===== src/rtl/counter_axil_regs_if.sv =====
// AXI4-Lite slave bus bundle for the counter register block.
// master drives requests; slave returns readies and responses.
interface counter_axil_regs_if #(
  parameter int ADDR_WIDTH = 4
);
  logic [ADDR_WIDTH-1:0] awaddr;
  logic                  awvalid;
  logic                  awready;
  logic [31:0]           wdata;
  logic [3:0]            wstrb;
  logic                  wvalid;
  logic                  wready;
  logic [1:0]            bresp;
  logic                  bvalid;
  logic                  bready;
  logic [ADDR_WIDTH-1:0] araddr;
  logic                  arvalid;
  logic                  arready;
  logic [31:0]           rdata;
  logic [1:0]            rresp;
  logic                  rvalid;
  logic                  rready;

  modport master (
    output awaddr, awvalid, wdata, wstrb, wvalid, bready, araddr, arvalid, rready,
    input  awready, wready, bresp, bvalid, arready, rdata, rresp, rvalid
  );

  modport slave (
    input  awaddr, awvalid, wdata, wstrb, wvalid, bready, araddr, arvalid, rready,
    output awready, wready, bresp, bvalid, arready, rdata, rresp, rvalid
  );
endinterface


===== src/rtl/counter_axil_regs.sv =====
// AXI4-Lite register block for the saturating counter: live COUNT, CTRL
// (clear/snapshot), SNAP and STATUS, plus a one-cycle user_reset pulse.
module counter_axil_regs #(
  parameter int WIDTH      = 32,
  parameter int ADDR_WIDTH = 4
) (
  input  logic                 clk,
  input  logic                 reset,
  input  logic [WIDTH-1:0]     count_in,
  output logic                 user_reset,
  counter_axil_regs_if.slave   s_axi
);

  logic [ADDR_WIDTH-1:0] awaddr_w;
  logic [ADDR_WIDTH-1:0] araddr_w;
  logic                  aw_held;
  logic                  w_held;
  logic [1:0]            aw_sel_q;
  logic [1:0]            ctrl_q;
  logic                  strb0_q;
  logic [31:0]           snap;
  logic [31:0]           count_ext;
  logic [31:0]           rd_mux;
  logic                  saturated;
  logic                  aw_hs;
  logic                  w_hs;
  logic                  ar_hs;
  logic                  commit;
  logic                  ctrl_wr;
  logic                  unused_bits;

  assign awaddr_w  = s_axi.awaddr;
  assign araddr_w  = s_axi.araddr;
  assign count_ext = 32'(count_in);
  assign saturated = &count_in;

  // Readies are gated by reset so nothing is accepted while reset is held.
  assign s_axi.awready = !aw_held && !s_axi.bvalid && !reset;
  assign s_axi.wready  = !w_held  && !s_axi.bvalid && !reset;
  assign s_axi.arready = !s_axi.rvalid && !reset;
  assign s_axi.bresp   = 2'b00;
  assign s_axi.rresp   = 2'b00;

  assign aw_hs   = s_axi.awvalid && s_axi.awready;
  assign w_hs    = s_axi.wvalid  && s_axi.wready;
  assign ar_hs   = s_axi.arvalid && s_axi.arready;
  assign commit  = aw_held && w_held && !s_axi.bvalid;
  assign ctrl_wr = (aw_sel_q == 2'b01) && strb0_q;

  assign unused_bits = ^{awaddr_w, araddr_w, s_axi.wdata, s_axi.wstrb};

  always_comb begin
    rd_mux = '0;
    case (araddr_w[3:2])
      2'b00:   rd_mux = count_ext;
      2'b01:   rd_mux = '0;
      2'b10:   rd_mux = snap;
      default: rd_mux = {31'b0, saturated};
    endcase
  end

  // Write path: AW and W latch independently, commit once both are held.
  always_ff @(posedge clk) begin
    if (reset) begin
      aw_held      <= 1'b0;
      w_held       <= 1'b0;
      s_axi.bvalid <= 1'b0;
      user_reset   <= 1'b0;
      snap         <= '0;
    end else begin
      if (aw_hs) begin
        aw_held  <= 1'b1;
        aw_sel_q <= awaddr_w[3:2];
      end
      if (w_hs) begin
        w_held  <= 1'b1;
        ctrl_q  <= s_axi.wdata[1:0];
        strb0_q <= s_axi.wstrb[0];
      end
      // Snapshot samples on the commit edge, so it sees the pre-clear count.
      user_reset <= commit && ctrl_wr && ctrl_q[0];
      if (commit) begin
        aw_held      <= 1'b0;
        w_held       <= 1'b0;
        s_axi.bvalid <= 1'b1;
        if (ctrl_wr && ctrl_q[1]) snap <= count_ext;
      end else if (s_axi.bvalid && s_axi.bready) begin
        s_axi.bvalid <= 1'b0;
      end
    end
  end

  // Read path: data captured on the AR handshake, held until accepted.
  always_ff @(posedge clk) begin
    if (reset) begin
      s_axi.rvalid <= 1'b0;
      s_axi.rdata  <= '0;
    end else if (ar_hs) begin
      s_axi.rvalid <= 1'b1;
      s_axi.rdata  <= rd_mux;
    end else if (s_axi.rvalid && s_axi.rready) begin
      s_axi.rvalid <= 1'b0;
    end
  end

endmodule


===== src/flat_wrapper.sv =====
// flat-port wrapper written by rule: the top's interface ports become plain ports
module counter_axil_regs_flat 
#(
  parameter int WIDTH      = 32,
  parameter int ADDR_WIDTH = 4
)
  (clk, reset, count_in, user_reset, s_axi_awaddr, s_axi_awvalid, s_axi_wdata, s_axi_wstrb, s_axi_wvalid, s_axi_bready, s_axi_araddr, s_axi_arvalid, s_axi_rready, s_axi_awready, s_axi_wready, s_axi_bresp, s_axi_bvalid, s_axi_arready, s_axi_rdata, s_axi_rresp, s_axi_rvalid);
  counter_axil_regs_if #(.ADDR_WIDTH(ADDR_WIDTH)) s_axi_i ();
  input  logic clk;
  input  logic reset;
  input  logic [WIDTH-1:0] count_in;
  output logic user_reset;
  input wire logic [$bits(s_axi_i.awaddr)-1:0] s_axi_awaddr;
  input wire logic [$bits(s_axi_i.awvalid)-1:0] s_axi_awvalid;
  input wire logic [$bits(s_axi_i.wdata)-1:0] s_axi_wdata;
  input wire logic [$bits(s_axi_i.wstrb)-1:0] s_axi_wstrb;
  input wire logic [$bits(s_axi_i.wvalid)-1:0] s_axi_wvalid;
  input wire logic [$bits(s_axi_i.bready)-1:0] s_axi_bready;
  input wire logic [$bits(s_axi_i.araddr)-1:0] s_axi_araddr;
  input wire logic [$bits(s_axi_i.arvalid)-1:0] s_axi_arvalid;
  input wire logic [$bits(s_axi_i.rready)-1:0] s_axi_rready;
  output wire logic [$bits(s_axi_i.awready)-1:0] s_axi_awready;
  output wire logic [$bits(s_axi_i.wready)-1:0] s_axi_wready;
  output wire logic [$bits(s_axi_i.bresp)-1:0] s_axi_bresp;
  output wire logic [$bits(s_axi_i.bvalid)-1:0] s_axi_bvalid;
  output wire logic [$bits(s_axi_i.arready)-1:0] s_axi_arready;
  output wire logic [$bits(s_axi_i.rdata)-1:0] s_axi_rdata;
  output wire logic [$bits(s_axi_i.rresp)-1:0] s_axi_rresp;
  output wire logic [$bits(s_axi_i.rvalid)-1:0] s_axi_rvalid;
  assign s_axi_i.awaddr = s_axi_awaddr;
  assign s_axi_i.awvalid = s_axi_awvalid;
  assign s_axi_i.wdata = s_axi_wdata;
  assign s_axi_i.wstrb = s_axi_wstrb;
  assign s_axi_i.wvalid = s_axi_wvalid;
  assign s_axi_i.bready = s_axi_bready;
  assign s_axi_i.araddr = s_axi_araddr;
  assign s_axi_i.arvalid = s_axi_arvalid;
  assign s_axi_i.rready = s_axi_rready;
  assign s_axi_awready = s_axi_i.awready;
  assign s_axi_wready = s_axi_i.wready;
  assign s_axi_bresp = s_axi_i.bresp;
  assign s_axi_bvalid = s_axi_i.bvalid;
  assign s_axi_arready = s_axi_i.arready;
  assign s_axi_rdata = s_axi_i.rdata;
  assign s_axi_rresp = s_axi_i.rresp;
  assign s_axi_rvalid = s_axi_i.rvalid;
  counter_axil_regs #(.WIDTH(WIDTH), .ADDR_WIDTH(ADDR_WIDTH)) u_core (.clk(clk), .reset(reset), .count_in(count_in), .user_reset(user_reset), .s_axi(s_axi_i));
endmodule

===== config.mk =====
export PLATFORM = sky130hd
export DESIGN_NAME = counter_axil_regs_flat
export DESIGN_NICKNAME = d
export VERILOG_FILES = /design/src/rtl/counter_axil_regs_if.sv /design/src/rtl/counter_axil_regs.sv /design/src/flat_wrapper.sv
export SDC_FILE = /design/constraint.sdc
export NUM_CORES = 1
export LEC_CHECK = 0
export ABC_AREA = 0
export ABC_CLOCK_PERIOD_IN_PS = 3300
export BUFFER_PORTS_ARGS = -buffer_cell sky130_fd_sc_hd__clkbuf_2
export CAP_MARGIN = 20
export CORE_ASPECT_RATIO = 2
export CORE_UTILIZATION = 52
export DETAILED_ROUTE_END_ITERATION = 10
export GPL_TIMING_DRIVEN = 0
export PLACE_DENSITY = 0.85
export SYNTH_ARGS = -nofsm -noshare
export SYNTH_HDL_FRONTEND = slang
export SYNTH_SLANG_ARGS = --single-unit
export TNS_END_PERCENT = 30

===== constraint.sdc =====
create_clock -name clk -period 3.3 [get_ports clk]
set_input_delay 0.33 -clock clk [delete_from_list [all_inputs] [get_ports clk]]
set_output_delay 0.33 -clock clk [all_outputs]
set_load 0.05 [all_outputs]

==> flow_summary_export.csv, run 1 <==
group,metric,value,unit
worst_setup_path,start_kind,"input pin",
routing,drc,3,
finish,nFillCells,493,
job,drv_cap,0,
worst_setup_path,critPathRequiredTime,2.97,ns
cts,cts_buffer_depth,2,
timing,worst_slew_pin_slew,0.540,ns
die,pin_count,125,
timing,hold_violations,0,
outcome,status,"complete, but fails checks",
finish,layout.cells.non_filler,480,
pwr,p_leak,1.57,nW
global_route,grt.overflow.total,0,
timing,whs,0.170,ns
finish,nNetsFinal,497,
worst_setup_path,reg2regPathDepth,4,
cts,cts_resized,0,
global_route,grt_antenna_before_repair,0,
synth,netlist_top_cells_area,"dfxtp_1, mux2i_1, o2bb2ai_1",
worst_setup_path,crit_type,"in2out",
timing,min_period,1.93,ns
synth,synth_top_cell_by_area,"dfxtp_1",
min_path,whs_path_depth,1,
cts,cts_buffers,9,
finish,multi_input_area,1480,µm²
min_path,hold_path_class,"in2reg",
timing,final-setup-viol-count,0,
timing,rsz0062_at_grt,"no",
global_route,grt_pass1_vias,2979,
routing,wl,8.48,mm
cts,postCtsSetupBuffers,0,
routing,via_count,2934,
cts,clkSinkCount,74,
min_path,hold_end,"u_core.strb0_q$_DFFE_PP_",
synth,syn_area,3200,µm²
synth,synth_cell_type_count,31,
place,place_inst,466,
die,fp.dieW,57.5,µm
cts,cts_tree,"done",
cts,clockRootBuffer,"clkbuf_16",
worst_setup_path,critPathArrivalTime,1.60,ns
die,core,5960,µm²
routing,drt-initial-drc-count,139,
finish,finalInstanceArea,3950,µm²
cts,ctsHtreeMaxLevel,3,
place,portBuffers,81,
global_route,grt_use_total,27.6,%
finish,antenna_cells,0,
finish,regArea,1530,µm²
place,dp_hpwl,6.15,mm
worst_setup_path,crit_fanout,10,
die,rows,40,
cts,holdBufCountCts,0,
place,place_area,3700,µm²
pwr,power_density,520,nW/µm²
timing,relSlewSlack,64.0,%
routing,via_per_inst,6.11,
finish,syn_to_final_growth,23.4,%
cts,clk_latency,0.34,ns
synth,ys_ff_latch,74,
pwr,irDropWorstVdd,427,µV
routing,firstDrtPassIters,7,
die,start_util,53.8,%
global_route,grt_max_degree,11,
place,place_congestion,0.865,
die,die_area,6500,µm²
synth,postSynthCellCount,319,
die,dieHeight,113,µm
outcome,violations,"design-rule violations",
timing,tns,0,ns
timing,finalMaxSlewViolations,0,
synth,synth_top_area_share,43.1,%
routing,antenna_left,0,
worst_setup_path,reg2reg_slack,1.67,ns
synth,synth.avg_cell_area,10.0,µm²
cts,clk_pin_slew,0.05,ns
global_route,grt_pass1_wl,13.9,mm
worst_setup_path,critPathCaptureType,"output pin",
min_path,hold_start,"s_axi_wstrb[0]",
finish,drive_gt1_share,27.8,%
worst_setup_path,r2r-end,"u_core.snap[27]$_SDFFE_PP0P_",
synth,ys_seq_area_share,47.8,%
timing,timing.fmax,0.518,GHz
synth,yosysWarningCount,0,
pwr,power,2.06,mW
timing,clock_skew,0.00413,ns
routing,wl_per_cell,17.7,µm
timing,fin_crit_sh,58.5,%
worst_setup_path,r2r_start,"u_core.aw_held$_SDFFE_PP0P_",
registers in the layout, summed over array words and instances, names as in the netlist:
signal / cells
u_core.aw_held: 1
u_core.aw_sel_q: 2
u_core.ctrl_q: 2
u_core.s_axi.bvalid: 1
u_core.s_axi.rdata: 32
u_core.s_axi.rvalid: 1
u_core.snap: 32
u_core.strb0_q: 1
u_core.user_reset: 1
u_core.w_held: 1
report_power, final:
part           internal [mW]  leakage, nW  switching, mW
combinational         0.0770        0.846          0.184
sequential             0.922        0.604         0.0122
clock                  0.521        0.123          0.338
cell type report:
cell class | instances | area share, %
Tap cell | 63 | 1.99
Sequential cell | 74 | 38.7
Timing Repair Buffer | 81 | 10.3
Multi-Input combinational cell | 203 | 37.3
Buffer | 43 | 5.09
Clock buffer | 14 | 6.42
Inverter | 2 | 0.190
metrics by stage:
stage	setup WS, ns	util [%]
after floorplan	1.17	-
after global placement	1.41	62.1
after detailed placement	1.41	62.1
after CTS	1.35	66.4
after global routing	1.32	66.4
final	1.37	66.4
worst max path at each step:
stage | startpoint | endpoint | slack (ns)
final | reset | s_axi_wready | 1.37
after global routing | reset | s_axi_wready | 1.32
after CTS | reset | s_axi_wready | 1.35
after detailed placement | reset | s_axi_wready | 1.41
after global placement | reset | s_axi_wready | 1.41
after floorplan | u_core.s_axi.bvalid$_SDFFE_PP0P_ | s_axi_awready | 1.17
synth_stat cells (all sizes together):
library cell  instances
nand2                 1
nor3                  4
o32ai                 1
inv                   2
nand2b                6
mux2i                31
edfxtp                5
buf                  24
nor2                  5
conb                  1
nor4                  1
a21oi                33
nor3b                 1
clkbuf               19
and4                  1
nand4                40
mux2                  2
and4b                 1
nand4b                1
o2bb2ai              31
a2bb2oi               2
dfxtp                69
o31ai                32
nor2b                 2
or4                   2
a22oi                 1
or3                   1
cell usage in the layout, fill, tap and decap left out, types with 2 or more instances in the layout:
cell type / synthesis / final
a21oi_1: 33 / 33
buf_1: 2 / 2
dfxtp_1: 69 / 69
edfxtp_1: 5 / 5
clkbuf_1: 19 / 23
inv_1: 2 / 2
o2bb2ai_1: 31 / 31
nor2b_1: 2 / 2
buf_4: 5 / 5
nand2b_1: 6 / 6
o31ai_1: 32 / 32
nor2_1: 5 / 5
conb_1: 1 / 4
mux2i_1: 31 / 31
nor3_1: 4 / 4
a2bb2oi_1: 2 / 2
clkbuf_2: 0 / 81
clkbuf_16: 0 / 9
nand4_1: 40 / 40
buf_2: 17 / 17
kinds of logic (layout without fill, tap and decap cells):
family,Yosys count,in the layout,synth area share (%)
AO/OA/AOI/OAI,100,100,22.4
AND/OR/NAND/NOR,66,66,12.8
other,1,4,0.117
multiplexers,33,33,10.4
buffers and inverters,45,140,6.52
flip-flops,74,74,47.8
routing by layer:
metal  up-vias  part of all wire (%)  global-route usage [%]
li1       1416                     -                       -
met1      1400                    39                    29.6
met5         -                     0                       0
met4         0                   2.5                    14.3
met3        19                   5.0                    7.20
met2        99                    53                    48.3
critical path, cell delays in order:
cell and delay, ns:
clkbuf_1 0.41, buf_1 0.45, nor3_1 0.13, clkbuf_2 0.26
(Power assumes the default switching activity.)
==> run 2: changes to the inputs <==
--- a/config.mk
+++ b/config.mk
@@ -6,14 +6,14 @@
 export NUM_CORES = 1
 export LEC_CHECK = 0
 export ABC_AREA = 0
-export ABC_CLOCK_PERIOD_IN_PS = 3300
+export ABC_CLOCK_PERIOD_IN_PS = 2000
 export BUFFER_PORTS_ARGS = -buffer_cell sky130_fd_sc_hd__clkbuf_2
 export CAP_MARGIN = 20
 export CORE_ASPECT_RATIO = 2
-export CORE_UTILIZATION = 52
+export CORE_UTILIZATION = 48
 export DETAILED_ROUTE_END_ITERATION = 10
 export GPL_TIMING_DRIVEN = 0
-export PLACE_DENSITY = 0.85
+export PLACE_DENSITY = 0.79
 export SYNTH_ARGS = -nofsm -noshare
 export SYNTH_HDL_FRONTEND = slang
 export SYNTH_SLANG_ARGS = --single-unit
==> constraint.sdc (replaced) <==
create_clock -name clk -period 2 [get_ports clk]
set_input_delay 0.2 -clock clk [delete_from_list [all_inputs] [get_ports clk]]
set_output_delay 0.2 -clock clk [all_outputs]
set_load 0.05 [all_outputs]
==> run 2 against run 1 <==
- the flow now finishes without violations
- critical path type unchanged
- highest routed layer unchanged
- via count grew 1.4%
- cell count is 5.0% higher
- clock skew down 0.00086 ns
==> flow_summary_export.csv, run 2 (same netlist as run 1, synthesis figures left out) <==
group,metric,value,unit
outcome,status,"completed",
cts,cts_tree,"done",
pwr,p_clk_share,45.3,%
cts,cts_resized,0,
cts,clkSinkCount,74,
min_path,whs_path_depth,1,
pwr,power,3.61,mW
timing,hold_violations,0,
place,portBuffers,81,
cts,clk_pin_slew,0.05,ns
routing,drt-initial-drc-count,167,
worst_setup_path,critPathArrivalTime,1.45,ns
place,pre_cts_slack,0.360,ns
job,drv_cap,0,
finish,top_regs,"u_core.s_axi.rdata: 32 flops, u_core.snap: 32 flops",
pwr,power_frac_comb,12.0,%
cts,ctsHtreeMaxLevel,3,
die,pin_count,125,
cts,holdBufCountCts,0,
die,fp.dieW,59.8,µm
pwr,irDropWorstVdd,624,µV
worst_setup_path,reg2regPathDepth,4,
timing,finalMaxSlewViolations,0,
worst_setup_path,critPathCaptureType,"output pin",
place,dp_hpwl,6.29,mm
cts,cts_buffers,9,
die,dieHeight,118,µm
timing,rsz0062_at_grt,"no",
routing,wl,8.65,mm
die,start_util,50.4,%
global_route,grt_max_degree,12,
pwr,p_leak,1.60,nW
finish,regArea,1530,µm²
pwr,p_sw,905,µW
finish,layout_commonest_cell,"clkbuf_2",
finish,antenna_cells,0,
routing,antenna_left,0,
timing,tns,0,ns
finish,layout_common_cells,"clkbuf_2, dfxtp_1, nand4_1",
timing,timing.fmax,0.607,GHz
finish,nNetsFinal,497,
global_route,grt_pass1_wl,13.8,mm
global_route,grt_antenna_before_repair,0,
timing,clock_skew,0.00327,ns
routing,wl_per_cell,17.2,µm
worst_setup_path,crit_type,"in2out",
worst_setup_path,crit_fanout,10,
min_path,hold_start,"s_axi_wdata[0]",
min_path,hold_end,"u_core.ctrl_q[0]$_DFFE_PP_",
worst_setup_path,r2r-end,"u_core.snap[11]$_SDFFE_PP0P_",
cts,clockRootBuffer,"clkbuf_16",
die,core,6360,µm²
finish,syn_to_final_growth,25.9,%
cts,cts_buffer_depth,2,
pwr,internal_power,2.71,mW
finish,drive_gt1_share,28.7,%
cts,clk_latency,0.33,ns
timing,min_period,1.65,ns
die,rows,41,
routing,via_per_inst,5.90,
timing,final-setup-viol-count,0,
min_path,hold_path_class,"in2reg",
pwr,power_density,895,nW/µm²
pwr,p_sw_share,25.1,%
pwr,p_seq_share,42.7,%
global_route,grt.overflow.total,0,
worst_setup_path,start_kind,"input pin",
routing,firstDrtPassIters,5,
die,die_area,7030,µm²
timing,relSlewSlack,62.5,%
timing,worst_slew_pin_slew,0.562,ns
global_route,grt_use_total,26.1,%
cts,postCtsSetupBuffers,0,
worst_setup_path,critPathRequiredTime,1.80,ns
finish,multi_input_area,1480,µm²
global_route,grt_pass1_vias,2908,
routing,via_count,2975,
routing,drc,0,
timing,fin_crit_sh,82.4,%
timing,setup_ws,0.352,ns
place,place_congestion,0.904,
finish,nFillCells,563,
worst_setup_path,reg2reg_slack,0.39,ns
worst_setup_path,r2r_start,"u_core.aw_held$_SDFFE_PP0P_",
==> run 2: changes by cell type in the layout (fill, tap and decap cells not counted), sizes merged <==
cell	previous run	this run
bufinv	0	1
clkbuf	114	113
clkinv	0	1
==> run 2: layer usage <==
| layer | GRT usage [%] | wire length, µm |
|---|---|---|
| met5 | 0 | 0 |
| met4 | 15.8 | 358 |
| met3 | 6.26 | 489 |
| met2 | 41.9 | 4490 |
| met1 | 30.0 | 3310 |
==> run 2: worst max-delay path by stage <==
stage | from | endpoint | slack, ns
after floorplan | u_core.s_axi.bvalid$_SDFFE_PP0P_ | s_axi_awready | -0.002
after global placement | reset | s_axi_wready | 0.35
after detailed placement | reset | s_axi_wready | 0.36
after CTS | reset | s_axi_wready | 0.33
after global routing | reset | s_axi_wready | 0.24
final | reset | s_axi_wready | 0.35
==> run 2: layout make-up <==
type,count,area share (%)
Sequential cell,74,38.0
Multi-Input combinational cell,203,36.6
Tap cell,86,2.67
Clock buffer,13,6.70
Inverter,2,0.186
Timing Repair Buffer,81,10.0
Buffer,43,4.99
Clock inverter,2,0.868
==> run 2: critical path, cell delays in order <==
cell and delay (ns):
clkbuf_1 0.42, buf_1 0.45, nor3_1 0.11, clkbuf_2 0.26
==> run 2: power groups by stage <==
| stage | logic (mW) | registers (mW) | clock network [mW] |
|---|---|---|---|
| floorplan | 0.223 | 1.63 | 0 |
| global placement | 0.423 | 1.57 | 0 |
| detailed placement | 0.429 | 1.57 | 0 |
| CTS | 0.432 | 1.54 | 1.66 |
| global route | 0.466 | 1.54 | 1.71 |
| finish | 0.434 | 1.54 | 1.64 |
==> run 2: through the flow <==
| stage | hold slack (ns) | utilization, % | instance area, µm² | cells |
|---|---|---|---|---|
| finish | 0.0425 | 63.4 | 4030 | 504 |
| CTS | 0.0328 | 63.4 | 4030 | 504 |
| floorplan | 0.299 | - | 3220 | 322 |
| detailed placement | 0.381 | 58.6 | 3730 | 489 |
| global route | 0.0417 | 63.4 | 4030 | 504 |
| global placement | 0.380 | 58.6 | 3730 | 489 |
